--- config.mk ---
export PLATFORM = sky130hd
export DESIGN_NAME = vdp_color_mux_flat
export DESIGN_NICKNAME = d
export VERILOG_FILES = /design/src/rtl/vdp_color_mux_if.sv /design/src/rtl/vdp_color_mux.sv /design/src/flat_wrapper.sv
export SDC_FILE = /design/constraint.sdc
export NUM_CORES = 1
export LEC_CHECK = 0
export ABC_AREA = 1
export CAP_MARGIN = 20
export CORE_UTILIZATION = 45
export DETAILED_ROUTE_END_ITERATION = 6
export SLEW_MARGIN = 40
export SYNTH_ARGS = -nofsm -noshare
export SYNTH_HDL_FRONTEND = slang
export SYNTH_SLANG_ARGS = --single-unit
--- constraint.sdc ---
create_clock -name clk -period 20.1 [get_ports clk]
set_input_delay 3.015 -clock clk [delete_from_list [all_inputs] [get_ports clk]]
set_output_delay 3.015 -clock clk [all_outputs]
set_load 0.02 [all_outputs]
--- src/rtl/vdp_color_mux_if.sv ---
// Pixel, CRAM-write and RGB-output bundle for vdp_color_mux.
// The master drives pixels and CPU writes; the slave is the colour stage.
interface vdp_color_mux_if;
  logic [9:0] pixel_x;
  logic [9:0] pixel_y;
  logic [5:0] bg_color;
  logic       bg_priority;
  logic [3:0] spr_color;
  logic       cram_we;
  logic [5:0] cram_addr;
  logic [7:0] cram_data;
  logic [3:0] red;
  logic [3:0] green;
  logic [3:0] blue;
  logic       pixel_valid;

  modport master (
    output pixel_x, pixel_y, bg_color, bg_priority, spr_color,
    output cram_we, cram_addr, cram_data,
    input  red, green, blue, pixel_valid
  );

  modport slave (
    input  pixel_x, pixel_y, bg_color, bg_priority, spr_color,
    input  cram_we, cram_addr, cram_data,
    output red, green, blue, pixel_valid
  );
endinterface

--- src/rtl/vdp_color_mux.sv ---
// Final VDP pixel stage: BG/sprite priority select, then Game Gear CRAM lookup.
// Two-stage pipeline; owns the 32x12 CRAM and its even-latch/odd-commit write path.
module vdp_color_mux #(
  parameter int WIN_X0 = 48,
  parameter int WIN_W  = 160,
  parameter int WIN_Y0 = 24,
  parameter int WIN_H  = 144
) (
  input  logic           clk,
  input  logic           rst,
  vdp_color_mux_if.slave bus
);

  // 11-bit bounds so start+width can never wrap the 10-bit coordinate
  localparam logic [10:0] X_LO = 11'(WIN_X0);
  localparam logic [10:0] X_HI = 11'(WIN_X0 + WIN_W);
  localparam logic [10:0] Y_LO = 11'(WIN_Y0);
  localparam logic [10:0] Y_HI = 11'(WIN_Y0 + WIN_H);

  logic [11:0] cram_q [32];
  logic [7:0]  latch_q;

  logic        bg_opaque_s;
  logic        use_spr_s;
  logic [4:0]  idx_d;
  logic        win_d;
  logic [4:0]  idx_q;
  logic        win_q;

  logic [11:0] rgb_d;
  logic [11:0] rgb_q;
  logic        valid_q;

  logic        unused_bg_lsb_s;
  assign unused_bg_lsb_s = bus.bg_color[0];

  // CPU write path: even byte parks in the latch, odd byte commits {BBBB, latch}
  always_ff @(posedge clk or posedge rst) begin
    if (rst) begin
      latch_q <= 8'h00;
      for (int i = 0; i < 32; i++) begin
        cram_q[i] <= 12'h000;
      end
    end else if (bus.cram_we) begin
      if (bus.cram_addr[0] == 1'b0) begin
        latch_q <= bus.cram_data;
      end else begin
        cram_q[bus.cram_addr[5:1]] <= {bus.cram_data[3:0], latch_q};
      end
    end
  end

  // Stage-1 select: sprites live in the upper palette and lose only to an opaque priority tile
  always_comb begin
    bg_opaque_s = (bus.bg_color[4:1] != 4'h0);
    use_spr_s   = (bus.spr_color != 4'h0) && !(bus.bg_priority && bg_opaque_s);
    idx_d       = bus.bg_color[5:1];
    if (use_spr_s) begin
      idx_d = {1'b1, bus.spr_color};
    end else begin
      idx_d = bus.bg_color[5:1];
    end
    win_d = ({1'b0, bus.pixel_x} >= X_LO) && ({1'b0, bus.pixel_x} < X_HI) &&
            ({1'b0, bus.pixel_y} >= Y_LO) && ({1'b0, bus.pixel_y} < Y_HI);
  end

  // Stage-1 pipeline register
  always_ff @(posedge clk or posedge rst) begin
    if (rst) begin
      idx_q <= 5'd0;
      win_q <= 1'b0;
    end else begin
      idx_q <= idx_d;
      win_q <= win_d;
    end
  end

  // Stage-2 lookup; blanked outside the window
  always_comb begin
    rgb_d = 12'h000;
    if (win_q) begin
      rgb_d = cram_q[idx_q];
    end else begin
      rgb_d = 12'h000;
    end
  end

  // Stage-2 output register; a same-cycle commit is seen one cycle later
  always_ff @(posedge clk or posedge rst) begin
    if (rst) begin
      rgb_q   <= 12'h000;
      valid_q <= 1'b0;
    end else begin
      rgb_q   <= rgb_d;
      valid_q <= win_q;
    end
  end

  assign bus.red         = rgb_q[3:0];
  assign bus.green       = rgb_q[7:4];
  assign bus.blue        = rgb_q[11:8];
  assign bus.pixel_valid = valid_q;

endmodule

--- src/flat_wrapper.sv ---
// flat-port wrapper written by rule: the top's interface ports become plain ports
module vdp_color_mux_flat 
#(
  parameter int WIN_X0 = 48,
  parameter int WIN_W  = 160,
  parameter int WIN_Y0 = 24,
  parameter int WIN_H  = 144
)
  (clk, rst, bus_pixel_x, bus_pixel_y, bus_bg_color, bus_bg_priority, bus_spr_color, bus_cram_we, bus_cram_addr, bus_cram_data, bus_red, bus_green, bus_blue, bus_pixel_valid);
  vdp_color_mux_if bus_i ();
  input  logic clk;
  input  logic rst;
  input wire logic [$bits(bus_i.pixel_x)-1:0] bus_pixel_x;
  input wire logic [$bits(bus_i.pixel_y)-1:0] bus_pixel_y;
  input wire logic [$bits(bus_i.bg_color)-1:0] bus_bg_color;
  input wire logic [$bits(bus_i.bg_priority)-1:0] bus_bg_priority;
  input wire logic [$bits(bus_i.spr_color)-1:0] bus_spr_color;
  input wire logic [$bits(bus_i.cram_we)-1:0] bus_cram_we;
  input wire logic [$bits(bus_i.cram_addr)-1:0] bus_cram_addr;
  input wire logic [$bits(bus_i.cram_data)-1:0] bus_cram_data;
  output wire logic [$bits(bus_i.red)-1:0] bus_red;
  output wire logic [$bits(bus_i.green)-1:0] bus_green;
  output wire logic [$bits(bus_i.blue)-1:0] bus_blue;
  output wire logic [$bits(bus_i.pixel_valid)-1:0] bus_pixel_valid;
  assign bus_i.pixel_x = bus_pixel_x;
  assign bus_i.pixel_y = bus_pixel_y;
  assign bus_i.bg_color = bus_bg_color;
  assign bus_i.bg_priority = bus_bg_priority;
  assign bus_i.spr_color = bus_spr_color;
  assign bus_i.cram_we = bus_cram_we;
  assign bus_i.cram_addr = bus_cram_addr;
  assign bus_i.cram_data = bus_cram_data;
  assign bus_red = bus_i.red;
  assign bus_green = bus_i.green;
  assign bus_blue = bus_i.blue;
  assign bus_pixel_valid = bus_i.pixel_valid;
  vdp_color_mux #(.WIN_X0(WIN_X0), .WIN_W(WIN_W), .WIN_Y0(WIN_Y0), .WIN_H(WIN_H)) u_core (.clk(clk), .rst(rst), .bus(bus_i));
endmodule
# --- Word-level counts from Yosys, hierarchy flattened ---
# Index checks and enable logic that the tools add are counted.
word_totals:
  ff_bits: 411
  inputBits: 48
  out_inout_bits: 13
  elab_cells: 66
classes:
  magnitude_cmp: 7
  mux: 8
  bitwise: 3
  reduce_logical: 11
op_table:
  columns: ["operator", "count"]
  rows:
  - ["$bwmux 384", 1]
  - ["$bmux 12 s5", 1]
  - ["$demux 12 s5", 1]
  - ["$mux 12", 4]
  - ["$lt 10x8->1 const B", 2]
  - ["$ge 6x6->1 const B", 2]
  - ["$not 5->6", 2]
  - ["$ge 10x5->1 const B", 1]
  - ["$ge 10x6->1 const B", 1]
  - ["$reduce_bool 4->1", 2]
  - ["$logic_and 1x1->1", 6]
  - ["$lt 6x1->1 const B", 1]
  - ["$mux 5", 1]
  - ["$reduce_and 2->1", 2]
  - ["$logic_not 1->1", 1]
  - ["$not 1->1", 1]

# --- Longest topological paths before layout ---
logic_depth:
  word_depth: 6
  depth_mapped: 11
  depth_no_buf: 9

# --- Least setup slack after synthesis ---
# No wires, ideal clock.
synth_path:
  path_type: "input port to flip-flop"
  startpoint: "input bus_cram_addr[0]"
  endpoint: "register u_core.cram_q[340] (netlist name)"
  setup_time_ps: 133
  arrival_ps: 3959
  t_required_ps: 19967
  setup_slack_ps: 16007
  cell_stages: 6
  n_path_buf: 1
  cell_sequence: "nand2_1 nor3_2 nand2_1 clkbuf_1 nand2_1 o21ai_0"
synth_via:
  elab_chain_cells: 1
synth_lines:
  columns: ["item", "line", "rtl"]
  rows:
  - ["start, declared", "flat_wrapper.sv:19", "input wire logic [$bits(bus_i.cram_addr)-1:0] bus_cram_addr;"]
  - ["$reduce_and 2->1 (no source line)", null, null]
  - ["end signal, assigned by index", "vdp_color_mux.sv:48", "cram_q[bus.cram_addr[5:1]] <= {bus.cram_data[3:0], latch_q};"]
  - ["end, declared", "vdp_color_mux.sv:20", "logic [11:0] cram_q [32];"]
# Every way passes these cells.
# A chain may end at the register's enable or synchronous reset.

# --- Final worst setup path ---
layout_path:
  startpoint: "input bus_cram_addr[1]"
  endpoint: "register u_core.cram_q[107] (netlist name)"
layout_via:
  elab_chain_cells: 6
  word_cells_on_any_way: 7
  classes_between: "2 x order compare; 3 x mux; 1 x bitwise; 1 x reduce/logical"
layout_lines:
  columns: ["item", "line"]
  rows:
  - ["$not 5->6 (not written as such) *", "vdp_color_mux.sv:48"]
  - ["$ge 6x6->1 (not written as such) or $lt 6x1->1 (tied branches)", "vdp_color_mux.sv:48"]
  - ["$logic_and 1x1->1 (not written as such)", "vdp_color_mux.sv:48"]
  - ["$mux 12 (not written as such)", "vdp_color_mux.sv:48"]
  - ["$demux 12 s5 *", "vdp_color_mux.sv:48"]
  - ["$bwmux 384 *", "vdp_color_mux.sv:48"]
# Mark *: on every way between the ends. The rest lies on a longest branch, timed or not.

==> impl_summary.txt <==
----------------------------------------------------
[Outcome]
  Status ... finished, final reports clean

[Timing]
  Maximum clock skew at final layout ... 0.0102 ns
  Transition time at the pin with the least slew margin ... 0.876 ns
  Worst setup margin ... 14.94 ns
  Fin crit share ... 25.7%
  Unrepaired setup endpoints after global routing ... false
  Final Hold Vio Count ... 0
  Worst-case headroom to the max-slew limit ... 41.5%
  Fmax ... 194 MHz
  Final setup violation count ... 0
  Setup total negative slack ... 0 ns
  Number of pins with negative max-slew slack in the final report ... 0
  Crit path time final ... 5.16 ns

[Power]
  Share of power burned in combinational logic ... 14.4%
  Net switching power ... 0.597 mW
  Switching part of the total ... 28.1%
  Internal power contribution ... 1.53 mW
  Clock group share of total power ... 38.4%
  Total Power Consumption ... 2.13 mW
  Max VDD drop ... 0.0000761 V
  Power density of the placed cells ... 103 mW/mm^2
  Relative contribution of sequential cells to total power ... 47.2%
  LEAKAGE ... 9.46 nW

[CTS]
  Inserted Clock Buffers ... 44
  Maximum clock insertion buffer count ... 3
  CTS tree ... built
  Clock input transition at the sequential cells of the worst setup and hold paths ... 0.06 ns
  Post-CTS Setup Inserts ... 0
  H-tree depth ... 2
  Master cell of the clock root buffer ... clkbuf_16
  Insertion delay of the later-clocked pin in the worst-skew pair ... 0.56 ns
  Post-CTS Hold Fix Bufs ... 0
  Number of instances resized during post-cts repair ... 0
  Count of clock tree sinks ... 411

[Synthesis]
  Per-instance average area after synthesis ... 7.95 um^2
  Post-synthesis net count ... 2361
  Cell types occupying the most area after synthesis ... dfrtp_1 56%, nand2_1 18%, o21ai_0 11%
  Area share of the largest cell type after synthesis ... 56.0%
  Number of flip-flops and latches in the synthesized netlist ... 411
  Post-synth cell types ... 18
  Combined area of all synthesized cells ... 0.0184 mm^2
  Yosys Warn Count ... 0
  Post-synth top area cell ... dfrtp_1
  Fraction of the yosys area taken by sequential cells ... 56.0%
  Cells after Synth ... 2313

[Finish]
  Fraction of final layout cells with drive strength greater than 1 ... 5.25%
  Syn-to-layout area delta ... 11.8%
  Final nets ... 2300
  Filler cell count ... 3892
  Antenna fix cells ... 0
  Non-filler instance count after layout ... 2809

[Global routing]
  GRT Residual Overflow ... 0
  Total Routing Usage GR ... 25.7%
  First-pass GRT wire length ... 82200 um
  Pin count of the biggest net entering global routing ... 92
  Via count of the first global-routing pass ... 14113
  Number of antenna violations at the first check in global routing ... 0

[Worst hold path]
  Endpoint with the worst hold slack ... u_core.cram_q[265]
  Worst hold path class ... reg2reg
  Worst Hold Path Cells ... 2
  Source of the worst hold timing path ... u_core.cram_q[265]

[Placed design]
  Number of placed instances with taps included ... 2731
  Pre-CTS worst setup slack ... 14.50 ns
  Port buffer count ... 52
  Detailed placement HPWL ... 29000 um
  Placer's final routability congestion estimate ... 0.804

[Route]
  Count of antenna-violating nets left after detailed routing ... 0
  DR vias/cell ... 5.45
  Post-Route WL ... 51900 um
  Final routed wire length divided by cell count ... 18.5 um
  Detailed-router iteration count before antenna repair ... 5
  DRC violations left ... 0
  Routed via count ... 15321
  Drt initial violations ... 1401

[Critical path]
  Startpoint Class ... input pin
  Element type at the critical path end ... register
  Depth of the worst register-to-register path ... 11
  Flop-to-flop setup slack ... 16.39 ns
  Source of the worst register-to-register timing path ... u_core.idx_q[0]
  Critical-path cell with the highest stage delay ... nand2_1
  Worst Path Required ... 20.56 ns
  Arrival time reported for the critical path endpoint ... 5.62 ns
  Maximum single-stage delay on the critical path ... 0.78 ns
  CP Cell Sequence ... clkdlybuf4s50_1, inv_1, nor3_2, nand2_1, o21ai_0
  Crit path kind ... in2reg
  Max Fanout on Critical Path ... 24
  Endpoint of the worst-slack reg-to-reg timing path ... u_core.rgb_q[11]

[Floorplan]
  Vertical die dimension ... 204 um
  Die extent in x ... 204 um
  Boundary pin count ... 61
  Placeable core area ... 0.0400 mm^2
  Die area ... 0.0417 mm^2
  Starting utilization of the core area ... 45.9%
  Std cell rows ... 73

[Job]
  Max-cap check violation count ... 0

----------------------------------------------------
-- Yosys cell counts --
cell type,instances
o21ai_0,402
inv_2,2
buf_1,14
buf_2,31
nor3_2,4
dfrtp_1,411
nand4_1,1
a211o_1,1
nor4_1,2
a21oi_1,6
o211ai_1,1
nor3_1,11
o21ai_1,24
inv_1,29
nand3_1,257
nand2_1,897
clkbuf_1,136
nor2_1,84
-- cell type report --
type,count,area (um^2),share of cell area [%]
Clock inverter,10,109,0.530
Multi-Input combinational cell,1690,7300,35.5
Timing Repair Buffer,74,712,3.47
Clock buffer,68,1340,6.53
Inverter,31,130,0.633
Sequential cell,411,10300,50.1
Tap cell,525,657,3.20
-- logic make-up after synthesis --
logic type             count (synthesis)  share of synthesized area, %
AND/OR/NAND/NOR                     1256                          27.7
AO/OA/AOI/OAI                        434                          11.9
flip-flops                           411                          56.0
buffers and inverters                212                          4.54
-- registers in the layout (all words and copies together), names as in the netlist --
name                    count
u_core.bus.pixel_valid      1
u_core.cram_q             384
u_core.idx_q                5
u_core.latch_q              8
u_core.rgb_q               12
u_core.win_q                1
-- power groups by stage --
stage	Clock, mW	Sequential (mW)	Combinational [mW]
final	0.816	1.00	0.306
after global routing	0.868	1.02	0.354
after CTS	0.833	1.00	0.308
after detailed placement	0	1.01	0.307
after global placement	0	1.01	0.300
after floorplan	0	1.00	0.225
-- metal layers --
layer	track usage, %	part of all wire, %	up-vias
met5	0	0	-
met4	7.44	2.4	0
li1	-	-	7392
met2	39.9	46	456
met1	37.0	46	7392
met3	4.45	6.1	81
-- cell usage in the layout (no fill, tap or decap), drive strengths merged --
cell type	netlist	routed
clkbuf	136	68
dfrtp	411	411
nor4	2	2
o211ai	1	1
a21oi	6	6
nor3	15	15
bufinv	0	2
nand3	257	257
nand2	897	897
clkdlybuf4s50	0	52
nor2	84	84
o21ai	426	426
inv	31	31
buf	45	22
a211o	1	1
clkinvlp	0	1
nand4	1	1
clkinv	0	7
-- critical path, delay by kind of cell --
family / cells / cell delay (ns)
simple gates: 2 / 1.49
buf+inv: 2 / 0.70
compound gates: 1 / 0.41
-- how the worst max path moves through the flow --
stage	cells after the start	endpoint	from	slack [ns]
floorplan	1	u_core.bus.pixel_valid	rst	5.65
global placement	4	u_core.bus.pixel_valid	rst	14.27
detailed placement	5	u_core.cram_q[373]	bus_cram_addr[0]	14.50
CTS	5	u_core.cram_q[373]	bus_cram_we	15.09
global route	5	u_core.cram_q[101]	bus_cram_addr[1]	14.84
finish	5	u_core.cram_q[107]	bus_cram_addr[1]	14.94
-- metrics by stage --
| step | hold WS, ns | util, % | instance area, um^2 |
|---|---|---|---|
| after global placement | 0.461 | 47.6 | 19000 |
| after detailed placement | 0.468 | 47.6 | 19000 |
| final | 0.480 | 51.4 | 20500 |
| after floorplan | 0.393 | - | 18400 |
| after CTS | 0.482 | 51.2 | 20500 |
| after global routing | 0.488 | 51.4 | 20500 |
Power figures use the tool's default switching activity.
